## config.mk

```make
export PLATFORM = sky130hd
export DESIGN_NAME = btb_write_ctrl
export DESIGN_NICKNAME = d
export VERILOG_FILES = /design/src/rtl/btb_write_ctrl.sv
export SDC_FILE = /design/constraint.sdc
export NUM_CORES = 1
export LEC_CHECK = 0
export CAP_MARGIN = 20
export CORE_MARGIN = 2
export CORE_UTILIZATION = 49
export DETAILED_ROUTE_END_ITERATION = 6
export MAX_ROUTING_LAYER = met4
export PLACE_DENSITY = 0.81
export SYNTH_ARGS = -nofsm -noshare
export SYNTH_HDL_FRONTEND = slang
export SYNTH_SLANG_ARGS = --single-unit
```

## constraint.sdc

```tcl
create_clock -name clk -period 6.6 [get_ports clk]
set_clock_uncertainty 0.15 [all_clocks]
set_input_delay 1.32 -clock clk [delete_from_list [all_inputs] [get_ports clk]]
set_output_delay 1.32 -clock clk [all_outputs]
set_load 0.02 [all_outputs]
```

## src/rtl/btb_write_ctrl.sv

```systemverilog
// btb_write_ctrl: filters EX branch reports into a FIFO drained 1/cycle to the BTB write port (wr_*), with a full-BTB invalidate sweep on flush_req (flush_busy); upd_ready = queue not full
module btb_write_ctrl #(
  parameter int BUFFER_ADDR_LEN = 12,
  parameter int FIFO_DEPTH = 4
) (
  input  logic        clk,
  input  logic        rst_n,
  input  logic        upd_valid,
  input  logic [31:0] upd_PC,
  input  logic        upd_taken,
  input  logic [31:0] upd_target,
  input  logic        upd_hit,
  input  logic [31:0] upd_pred_PC,
  output logic        upd_ready,
  input  logic        flush_req,
  output logic        flush_busy,
  output logic        wr_req,
  output logic [31:0] wr_PC,
  output logic [31:0] wr_predicted_PC,
  output logic        wr_predicted_state_bit
);
  localparam int AW = $clog2(FIFO_DEPTH);
  typedef enum logic {IDLE, FLUSH} state_t;
  state_t state, state_nxt;
  logic [64:0] mem [FIFO_DEPTH];
  logic [64:0] head;
  logic [AW-1:0] wr_ptr, rd_ptr;
  logic [AW:0] count;
  logic [BUFFER_ADDR_LEN-1:0] idx;
  logic full, want, start, last, push, pop;
  always_comb begin
    full = count == (AW+1)'(FIFO_DEPTH);
    want = upd_taken ? (!upd_hit || upd_pred_PC != upd_target) : upd_hit;
    start = state == IDLE && flush_req;
    last = idx == '1;
    push = upd_valid && !full && want && !start;
    pop = state == IDLE && count != '0;
  end
  always_ff @(posedge clk or negedge rst_n) begin
    if (!rst_n) state <= IDLE;
    else state <= state_nxt;
  end
  always_comb begin
    state_nxt = state == IDLE ? (flush_req ? FLUSH : IDLE) : (last ? IDLE : FLUSH);
  end
  always_ff @(posedge clk or negedge rst_n) begin
    if (!rst_n) begin
      wr_ptr <= '0;
      rd_ptr <= '0;
      count <= '0;
      idx <= '0;
    end else if (start) begin
      wr_ptr <= '0;
      rd_ptr <= '0;
      count <= '0;
      idx <= '0;
    end else begin
      if (push) wr_ptr <= wr_ptr + 1'b1;
      if (pop) rd_ptr <= rd_ptr + 1'b1;
      count <= count + (AW+1)'(push) - (AW+1)'(pop);
      if (state == FLUSH) idx <= idx + 1'b1;
    end
  end
  always_ff @(posedge clk) begin
    if (push) mem[wr_ptr] <= {upd_PC, upd_taken ? upd_target : 32'h0, upd_taken};
  end
  always_comb begin
    head = mem[rd_ptr];
    upd_ready = !full;
    flush_busy = state == FLUSH;
    wr_req = flush_busy || pop;
    wr_PC = flush_busy ? {{(30-BUFFER_ADDR_LEN){1'b0}}, idx, 2'b00} : pop ? head[64:33] : '0;
    wr_predicted_PC = pop ? head[32:1] : '0;
    wr_predicted_state_bit = pop && head[0];
  end
endmodule

```

# Word level (Yosys, flattened, before mapping)
# Memories as Yosys holds them, arrays and structs flattened.
# Index checks and enable logic that the tools add are counted.
totals:
  regBits: 20
  ram_bits: 260
  word_cells: 47
  memories: 1
classes:
  add_sub_neg: 5
  eq_ne: 3
  muxes: 17
  n_bitwise: 1
  reduce_logical: 15
memory_table:
  columns: ["memory", "depth", "width", "rd", "rd_ports_with_merged_regs", "write_ports", "line_no", "rtl"]
  rows:
  - ["mem", 4, 65, 1, 0, 1, "25", "logic [64:0] mem [FIFO_DEPTH];"]
op_table:
  columns: ["operator", "n"]
  rows:
  - ["32-bit two-way mux", 4]
  - ["32-bit inequality test", 1]
  - ["12-bit two-way mux", 2]
  - ["12-bit by 1-bit adder with 12-bit output, second input constant", 1]
  - ["12-bit equality test, second input constant", 1]
  - ["2-bit two-way mux", 4]
  - ["1-bit logical AND", 6]
  - ["1-bit two-way mux", 6]
  - ["2-bit nonzero test", 3]
  - ["2-bit by 1-bit adder with 2-bit output, second input constant", 2]
  - ["3-bit by 1-bit adder with 3-bit output", 1]
  - ["3-bit equality test, second input constant", 1]
  - ["1-bit logical NOT", 3]
  - ["3-bit two-way mux", 1]
  - ["3-bit nonzero test", 1]
  - ["3-bit by 1-bit subtractor with 3-bit output", 1]
  - ["1-bit logical OR", 2]
  - ["1-bit inverter", 1]

# Longest topological paths before layout
logic_depth:
  ltp_word: 8
  mapped_depth: 13
  mapped_depth_nobuf: 13

# Worst setup path after synthesis
# OpenSTA, ideal clock, no wires.
synth_timing:
  path_kind: "input port to flip-flop"
  startpoint: "input port upd_hit"
  endpoint: "memory mem[0][0] (enable)"
  arrival_ns: 6.667
  required_time_ns: 5.869
  path_slack_ns: -0.798
  stages: 4
  path_cell_list: "o21ai_0 -> a21oi_1 -> nand2_1 -> nor3b_1"
synth_via:
  elab_chain_cells: 7
synth_lines:
  columns: ["element", "line_no", "rtl"]
  rows:
  - ["from (decl)", "12", "input logic upd_hit,"]
  - ["1-bit logical NOT", "33", "want = upd_taken ? (!upd_hit || upd_pred_PC != upd_target) : upd_hit;"]
  - ["1-bit logical OR", "33", null]
  - ["1-bit two-way mux *", "33", null]
  - ["1-bit logical AND * (2 in series)", "36", "push = upd_valid && !full && want && !start;"]
  - ["1-bit two-way mux * (2 in series)", "65", "if (push) mem[wr_ptr] <= {upd_PC, upd_taken ? upd_target : 32'h0, upd_taken};"]
  - ["to (decl)", "25", null]
# Mark *: on every way between the ends. The rest lies on a longest branch, timed or not.

# Final worst setup path
layout_timing:
  startpoint: "register state (netlist: flush_busy)"
  endpoint: "output port wr_predicted_PC[26]"
layout_via:
  elab_chain_cells: 3
layout_lines:
  columns: ["element", "line_no", "rtl"]
  rows:
  - ["from (decl)", "24", "state_t state, state_nxt;"]
  - ["from (signal assigned)", "41", "else state <= state_nxt;"]
  - ["1-bit inverter", null, null]
  - ["1-bit logical AND", "37", "pop = state == IDLE && count != '0;"]
  - ["32-bit two-way mux", "73", "wr_predicted_PC = pop ? head[32:1] : '0;"]
  - ["to (decl)", "19", "output logic [31:0] wr_predicted_PC,"]
# No other way between the ends.

==> flow_metrics.env <==
export IMPL_outcome="finished, final reports clean"
export IMPL_drive_gt1_frac=0.153
export IMPL_hold_buffers=0
export IMPL_p_sw_mw=0.976
export IMPL_cap_violations=0
export IMPL_r2r_start="flush_busy$_DFF_PN0_"
export IMPL_ctsHtreeMaxLevel=1
export IMPL_hp_class="flop to flop"
export IMPL_synth_seq_cells=280
export IMPL_drt_total_wl_um=22400
export IMPL_grt_pass1_vias=6295
export IMPL_dp_hpwl_um=13900
export IMPL_dieArea_sq_um=24700
export IMPL_cts_resized=0
export IMPL_hold_path_endpoint="idx[10]$_DFFE_PN0P_"
export IMPL_cp_top_family="buffers and inverters"
export IMPL_max_freq_mhz=210
export IMPL_cp_required_ns=5.13
export IMPL_layout_nets=900
export IMPL_holdPathStages=1
export IMPL_n_antenna_cell=0
export IMPL_antenna_found_initial=0
export IMPL_power_frac_seq=0.531
export IMPL_synth_async_reset_ratio=0.0714
export IMPL_drtIter0Drc=428
export IMPL_num_vias=6073
export IMPL_drc=0
export IMPL_critPathLaunchType="flop"
export IMPL_synth_edf_count=260
export IMPL_critPathKind="flop to output port"
export IMPL_grt_max_degree=67
export IMPL_swShare=0.224
export IMPL_coreArea_sq_um=23300
export IMPL_row_count=56
export IMPL_use_met2=0.312
export IMPL_cts_reportedPaths_clkPinSlew_ns=0.06
export IMPL_postCtsSetupRepairBufs=0
export IMPL_endpoint_kind="output port"
export IMPL_dr_pass1_iters=5
export IMPL_min_period_ns=4.76
export IMPL_cp_num_buf_inv=2
export IMPL_worstMarginPinSlew_ns=1.02
export IMPL_port_buffers=169
export IMPL_grt_overflow=0
export IMPL_die_h_um=157
export IMPL_path_cells="nor2_4, buf_4, and2_1, clkdlybuf4s50_1"
export IMPL_final_cell_area_sq_um=14500
export IMPL_cts_sinks=280
export IMPL_finalMaxSlewViolations=0
export IMPL_worstSetupPathDepth=4
export IMPL_die_w_um=157
export IMPL_finalSetupViolCount=0
export IMPL_hold_ws_ns=0.358
export IMPL_synth_cells=609
export IMPL_use_met1=0.259
export IMPL_start_util=0.494
export IMPL_vias_per_cell=5.37
export IMPL_synth_area_sq_um=11500
export IMPL_postPlaceCellArea_sq_um=13600
export IMPL_crit_arrival_ns=3.29
export IMPL_ys_warn_count=0
export IMPL_cellInternalPower_mw=3.38
export IMPL_cp_max_fo=46
export IMPL_max_vdd_ir_drop_mv=0.242
export IMPL_reg2reg_depth=11
export IMPL_max_stage_delay_ns=0.70
export IMPL_clockBufferDepth=3
export IMPL_p_leak_nw=4.87
export IMPL_hp_start="idx[10]$_DFFE_PN0P_"
export IMPL_crit_slowest_cell="dfrtp_1"
export IMPL_cts_buffers_inserted=28
export IMPL_drtAntennaViolNets=0
export IMPL_grt_pass1_wl_um=34800
export IMPL_p_per_area_nw_per_um2=301
export IMPL_syn2layout_area_growth_pct=26.1
export IMPL_syn_num_nets=719
export IMPL_gp_congestion=0.785
export IMPL_post_route_period_util=0.721
export IMPL_rr_endpoint="count[2]$_DFF_PN0_"
export IMPL_pwr_share_clk=0.353
export IMPL_grt_util_all_layers=0.192
export IMPL_io_pins=170
export IMPL_p_comb_frac=0.115
export IMPL_root_buffer="clkbuf_16"
export IMPL_synth_distinct_cells=35
export IMPL_hold_violations=0
export IMPL_slew_headroom=0.321
export IMPL_rsz0062_at_grt="false"
export IMPL_ys_seq_area_frac=0.723
export IMPL_cts_tree="yes"
export IMPL_tns_ns=0
export IMPL_r2r_slack_ns=2.89
export IMPL_finalPower_mw=4.36
export IMPL_synth_avg_cell_area_sq_um=18.9
export IMPL_grt_busiest_layer="met2"
export IMPL_wl_per_cell_um=19.8
export IMPL_insertion_delay_ns=0.53
export IMPL_ys_flop_type="edfxtp_1"
export IMPL_met3_usage=0.0347
[power groups by stage]
stage	clock (mW)	combinational, mW	sequential (mW)
6_report	1.54	0.502	2.32
5_1_grt	1.63	0.558	2.34
4_1_cts	1.57	0.518	2.32
3_5_place_dp	0	0.515	2.36
3_3_place_gp	0	0.509	2.34
2_1_floorplan	0	0.315	2.35
[synth_stat cells (all sizes together), types with 2 or more instances]
library cell / instances / area, sq um
edfxtp: 260 / 7810
xnor2: 3 / 26.3
nor4: 8 / 50.1
o21ai: 8 / 40.0
or4: 2 / 15.0
nand3: 10 / 50.1
dfrtp: 20 / 500
ha: 7 / 87.6
o31ai: 2 / 15.0
mux4: 65 / 1460
inv: 5 / 18.8
nand2: 14 / 52.6
nand4: 4 / 25.0
nor3: 4 / 20.0
nor3b: 4 / 30.0
nand2b: 5 / 31.3
o211ai: 3 / 22.5
mux2i: 4 / 40.0
buf: 12 / 61.3
nor2: 10 / 37.5
xor2: 34 / 298
clkbuf: 18 / 67.6
a22o: 12 / 105
and2: 86 / 538
[flip-flops by register name (all words and copies together), names as in the netlist]
signal / cells
idx: 12
count: 3
rd_ptr: 2
flush_busy: 1
wr_ptr: 2
mem: 260
[layer usage]
metal | vias up | share of wire
met3 | 30 | 0.067
li1 | 2771 | -
met2 | 221 | 0.50
met1 | 3051 | 0.42
met5 | - | 0
met4 | 0 | 0.014
[placed cells by master (no fill, tap or decap), drive strengths merged, types with 4 or more instances in the layout]
master	n
nor4	8
nand4	4
nand2	14
o21ai	8
nor3b	4
buf	12
and2	86
clkinv	12
xor2	34
mux4	65
nor3	4
ha	7
mux2i	4
edfxtp	260
dfrtp	20
nand3	10
inv	5
clkdlybuf4s50	169
clkbuf	37
a22o	12
nand2b	5
nor2	10
[worst max path at each step]
stage / startpoint / endpoint / slack, ns
floorplan: upd_hit / mem[0][0]$_DFFE_PP_ / -0.80
detailed placement: upd_target[31] / count[2]$_DFF_PN0_ / 1.55
global route: rd_ptr[0]$_DFFE_PN0P_ / wr_predicted_PC[7] / 1.62
global placement: upd_target[31] / count[2]$_DFF_PN0_ / 1.68
CTS: rd_ptr[0]$_DFFE_PN0P_ / wr_predicted_PC[7] / 1.75
finish: flush_busy$_DFF_PN0_ / wr_predicted_PC[26] / 1.84
[stage by stage]
| step | instances | setup WS (ns) | utilization |
|---|---|---|---|
| CTS | 1131 | 1.75 | 0.622 |
| finish | 1131 | 1.84 | 0.622 |
| global route | 1131 | 1.62 | 0.622 |
| floorplan | 609 | -0.798 | - |
| global placement | 1079 | 1.68 | 0.583 |
| detailed placement | 1079 | 1.55 | 0.583 |
[layout make-up]
| type | count | area, sq um |
|---|---|---|
| fillers | 1667 | 8780 |
| flip-flops and latches | 280 | 8320 |
| multi-input cells | 294 | 3060 |
| repair buffers | 181 | 1780 |
| clock buffers | 37 | 756 |
| well taps | 319 | 399 |
| clock inverters | 15 | 151 |
| inverters | 5 | 18.8 |
[cells by family after synthesis]
| kind of cell | count (synthesis) | share of synthesized area |
|---|---|---|
| flip-flops | 280 | 0.723 |
| AND/OR/NAND/NOR | 149 | 0.0751 |
| multiplexers | 69 | 0.131 |
| XOR/XNOR | 37 | 0.0282 |
| buffers and inverters | 35 | 0.0129 |
| AO/OA/AOI/OAI | 31 | 0.0200 |
| adder cells (fa/ha/maj) | 8 | 0.00937 |
No activity file was read; power rests on OpenSTA's default activity.
==> variant 1, RTL diff (config.mk and constraints unchanged) <==
Make the reset (`rst_n`) synchronous in 2 clocked blocks.
--- a/src/rtl/btb_write_ctrl.sv
+++ b/src/rtl/btb_write_ctrl.sv
@@ -38,3 +38,3 @@
   end
-  always_ff @(posedge clk or negedge rst_n) begin
+  always_ff @(posedge clk) begin
     if (!rst_n) state <= IDLE;
@@ -45,3 +45,3 @@
   end
-  always_ff @(posedge clk or negedge rst_n) begin
+  always_ff @(posedge clk) begin
     if (!rst_n) begin
Behaviour: differs if rst_n is asserted again (counterexample within 4 cycles, from zero or initial values and one cycle with rst_n low); with rst_n held inactive, the same outputs for 10 cycles.
==> variant 1 against the original RTL <==
  * First-iteration DRC count decreased by 15%
  * Final cell count increased by 0.71%
  * Setup slack improved by 0.29 ns
  * Wire length increased by 2.9%
  * Sequential cell count increased by 2
  * Critical endpoint is now wr_PC[2]
  * Area after synthesis increased by 0.19%
  * Core utilization decreased by 0.31 points
  * Design area decreased by 0.49%
Power is not compared: it rests on default switching activity, and its combinational part moved more than twofold at a synthesized area within 25%.
==> variant 1: results (changes against the original RTL) <==
timing.rr.end: "count[2]"  # unchanged
drt-pass1-iter-count: 4  # was 5
status: "completed"  # unchanged
min_to: "flush_busy"  # was idx[10]
ys_types: 36  # was 35
sh_seq_area: 0.573  # was 0.574
grt_pass1_wl_mm: 35.4  # was 34.8 mm
yosys-top-cells-count: "260 x edfxtp_1, 89 x and2_1, 65 x mux4_2, 36 x xnor2_1, 22 x dfxtp_1"  # was 260 x edfxtp_1, 86 x and2_1, 65 x mux4_2, 34 x xor2_1, 20 x dfrtp_1
buffers_excl_clock: 174  # was 181
crit_path_end: "wr_PC[2]"  # was wr_predicted_PC[26]
worstHoldStart: "idx[11]"  # was idx[10]
worst_slew_pin_slew_ns: 1.03  # was 1.02 ns
fin_nets: 909  # was 900
nClkBuffers: 36  # was 37
path_max_fanout: 24  # was 46
yosysSeqAreaShare: 0.717  # was 0.723
fill_cells: 1743  # was 1667
drt_iter0_drc: 363  # was 428
cpMaxStageDelayCell: "dfxtp_4"  # was dfrtp_1
synthXorXnorAreaFrac: 0.0335  # was 0.0282
gp_congestion: 0.845  # was 0.785
slowest_delay_ns: 0.60  # was 0.70 ns
synthTopCellsByArea: "edfxtp_1 68%, mux4_2 13%, and2_1 4.8%"  # was edfxtp_1 68%, mux4_2 13%, and2_1 4.7%
nonClkBufAreaFrac: 0.120  # was 0.123
fin_total_pwr_uw: 4860
arrival_ns: 3.00  # was 3.29 ns
grt_pass1_vias: 6396  # was 6295
multi_input_gates: 305  # was 294
routed_via_density: 5.41  # was 5.37
rrSetupSlack_ns: 3.48  # was 2.89 ns
clock_area_frac: 0.0599  # was 0.0627
reg2reg_depth: 13  # was 11
cts.sink_count: 282  # was 280
multi_input_area_share: 0.217  # was 0.211
seqPwrFrac: 0.436
grt_max_degree: 66  # was 67
wl_per_cell_um: 20.2  # was 19.8 µm
synth_fa_ha_area_frac: 0.00935  # was 0.00937
r2r_start: "flush_busy"  # unchanged
drive_above_1_share: 0.149  # was 0.153
synth-async-reset-ratio: 0  # was 0.0714
synth-compound-area-share: 0.0150  # was 0.0200
post_cts_buffers: 0  # unchanged
nNonClkInverters: 9  # was 5
cts_buffers: 27  # was 28
hpwlAfterDp_mm: 14.4  # was 13.9 mm
-- variant 1: changes by cell type after synthesis, sizes merged, moves of 6 or more --
cell / change
dfrtp: -20
dfxtp: +22
nand4: +8
nor2: +7
nor4: -6
xnor2: +33
xor2: -26
-- variant 1: metal layers --
layer,track usage,vias to the layer above,share of wire
met2,0.318,245,0.48
li1,-,2786,-
met5,-,-,0
met4,0.0468,0,0.019
met3,0.0424,34,0.081
met1,0.253,3095,0.42
-- variant 1: stage by stage --
| stage | cell area [µm²] | hold slack (ns) | cells |
|---|---|---|---|
| after floorplan | 11500 | 0.301 | 623 |
| after global placement | 13500 | 0.325 | 1089 |
| after detailed placement | 13500 | 0.337 | 1089 |
| after CTS | 14400 | 0.355 | 1139 |
| after global routing | 14400 | 0.380 | 1139 |
| final | 14400 | 0.349 | 1139 |
-- variant 1: cells by family after synthesis --
group,Yosys count
mux,66
xor+xnor,44
flops,282
fa+ha+maj,8
simple gates,164
compound gates,23
buf+inv,36
==> variant 2, RTL diff (same settings) <==
Made on the original files. The parameter `FIFO_DEPTH` goes from 4 to 8.
--- a/src/rtl/btb_write_ctrl.sv
+++ b/src/rtl/btb_write_ctrl.sv
@@ -3,3 +3,3 @@
   parameter int BUFFER_ADDR_LEN = 12,
-  parameter int FIFO_DEPTH = 4
+  parameter int FIFO_DEPTH = 8
 ) (
Behaviour: not the same (a bounded check fails within 10 cycles, from zero or initial values and one cycle with rst_n low).
==> variant 2 against the original RTL <==
  * Design area rose by 80%
  * Count of clock-buffer cells in the layout rose by 35
  * Register-to-register slack improved by 0.27 ns
  * Sequential power increased by 91%
  * Combinational power grew to 2.7 times the old value
  * First-iteration DRC count grew to 2.7 times the old value
  * Area after synthesis up 89%
  * Wire length rose by 110%
  * Power is 100% higher
  * Setup slack worse by 0.40 ns
  * Sequential cell count up 263
  * Largest cell class unchanged
==> variant 2: results (changes against the original RTL) <==
status: "completed"  # unchanged
leakagePower_uw: 0.00845  # was 0.00487 µW
slew_headroom: 0.327  # was 0.321
globalRouteMet3Util: 0.0309  # was 0.0347
synthTopCellsByArea: "edfxtp_1 72%, mux4_2 13%, mux2i_1 3.1%"  # was edfxtp_1 68%, mux4_2 13%, and2_1 4.7%
slowest_delay_ns: 0.95  # was 0.70 ns
cts_buffers: 53  # was 28
clk_pin_slew_worst_paths_ns: 0.06  # about the same
antenna_found_initial: 2  # was 0
synthXorXnorAreaFrac: 0.0157  # was 0.0282
cts_resized: 0  # unchanged
grt_pass1_wl_mm: 70.4  # was 34.8 mm
ctsRootBufferMaster: "clkbuf_16"  # unchanged
io_buffer_count: 169  # unchanged
synth_top_cell_area_share: 0.718  # was 0.680
yosysSeqAreaShare: 0.745  # was 0.723
path_max_fanout: 41  # was 46
fin_nets: 1395  # was 900
gp_congestion: 0.858  # was 0.785
muxShareOfSynthArea: 0.166  # was 0.131
ys_types: 43  # was 35
track_usage: 0.210  # was 0.192
grt_overflow: 0  # unchanged
yosys-top-cells-count: "520 x edfxtp_1, 130 x mux4_2, 68 x mux2i_1, 65 x nor2_1, 37 x nand2_1"  # was 260 x edfxtp_1, 86 x and2_1, 65 x mux4_2, 34 x xor2_1, 20 x dfrtp_1
grt_max_degree: 68  # was 67
routed_wl_mm: 46.2  # was 22.4 mm
drive_above_1_share: 0.192  # was 0.153
met1_usage: 0.266  # was 0.259
place_ws_ns: 1.26  # was 1.55 ns
drt-pass1-iter-count: 5  # unchanged
cts_buffer_depth: 3  # unchanged
arrival_ns: 3.69  # was 3.29 ns
grt_use_met2: 0.346  # was 0.312
synth-edff-count: 520  # was 260
hold_viol: 0  # unchanged
cpMaxStageDelayCell: "dfrtp_4"  # was dfrtp_1
vias: 10974  # was 6073
drt_iter0_drc: 1171  # was 428
htree_levels: 2  # was 1
peakVddDrop_mv: 0.166  # was 0.242 mV
yosysWarnings: 0  # unchanged
top_regs: "mem (520), idx (12), count (4)"  # was mem (260), idx (12), count (3)
post_cts_buffers: 0  # unchanged
synth_fa_ha_area_frac: 0.00610  # was 0.00937
worstSkewPairLatency_ns: 0.59  # was 0.53 ns
syn-num-nets: 1198  # was 719
synth-compound-area-share: 0.0104  # was 0.0200
hold_class: "reg2reg"  # unchanged
grt_pass1_vias: 11668  # was 6295
switchingPower_uw: 2190  # was 976 µW
synth-async-reset-ratio: 0.0424  # was 0.0714
hpwlAfterDp_mm: 26.6  # was 13.9 mm
variant 2: changes by cell type after synthesis, sizes merged, moves of 13 or more:
| cell | delta |
|---|---|
| edfxtp | +260 |
| o21ai | +15 |
| and2 | -51 |
| nor2 | +55 |
| mux2i | +64 |
| nand2 | +23 |
| clkbuf | +13 |
| mux4 | +65 |
variant 2: layer usage:
layer  vias up  part of all wire  wire length [µm]
met5         -                 0                 0
li1       4788                 -                 -
met4         0             0.029              1360
met3        75             0.059              2730
met1      5691              0.40             18700
met2       420              0.51             23400
variant 2: critical path, delay by kind of cell (launching register included):
family                 cells  cell delay [ns]
buffers and inverters      2             1.11
DFF                        1             0.95
muxes                      2             0.90
and+or+nand+nor            1             0.09
variant 2: layout make-up:
cell class | instances | area, µm²
clock inverter | 28 | 328
clock buffer | 72 | 1480
antenna | 1 | 2.50
timing repair buffer | 196 | 1930
multi-input combinational | 480 | 5360
fill | 3103 | 18000
tap | 592 | 741
sequential | 543 | 16200
inverter | 9 | 33.8
variant 2: worst paths after layout:
path	startpoint	endpoint	slack, ns	depth (start not counted)
setup / recovery	rd_ptr[0]	wr_predicted_PC[11]	1.44	5
hold / removal	idx[8]	idx[8]	0.38	1
setup reg to reg	flush_busy	count[2]	3.16	10
hold reg to reg	idx[8]	idx[8]	0.38	1
max in group asynchronous	rst_n	rd_ptr[0]	5.04	2
min in group asynchronous	rst_n	idx[3]	0.97	2
variant 2: cell families (layout without fill, tap and decap cells):
group                      after synthesis  after routing
AOI/OAI and AO/OA                       39             39
xor gates and xnor gates                39             39
adders and majority gates               10             10
buffers and inverters                   63            305
DFF                                    543            543
muxes                                  199            199
other                                    0              1
and+or+nand+nor                        193            193
variant 2: stage by stage:
stage / std cells / instance area, µm² / hold slack, ns
global placement: 1819 / 24200 / 0.348
floorplan: 1086 / 21800 / 0.316
detailed placement: 1819 / 24200 / 0.361
CTS: 1919 / 26000 / 0.371
global route: 1921 / 26100 / 0.387
finish: 1921 / 26100 / 0.378
variant 2: power groups by stage:
stage	Sequential [µW]	Clock, µW	Combinational [µW]
after floorplan	4450	0	950
after global placement	4470	0	1340
after detailed placement	4500	0	1370
after CTS	4440	3140	1380
after global routing	4460	3270	1490
final	4420	3090	1380
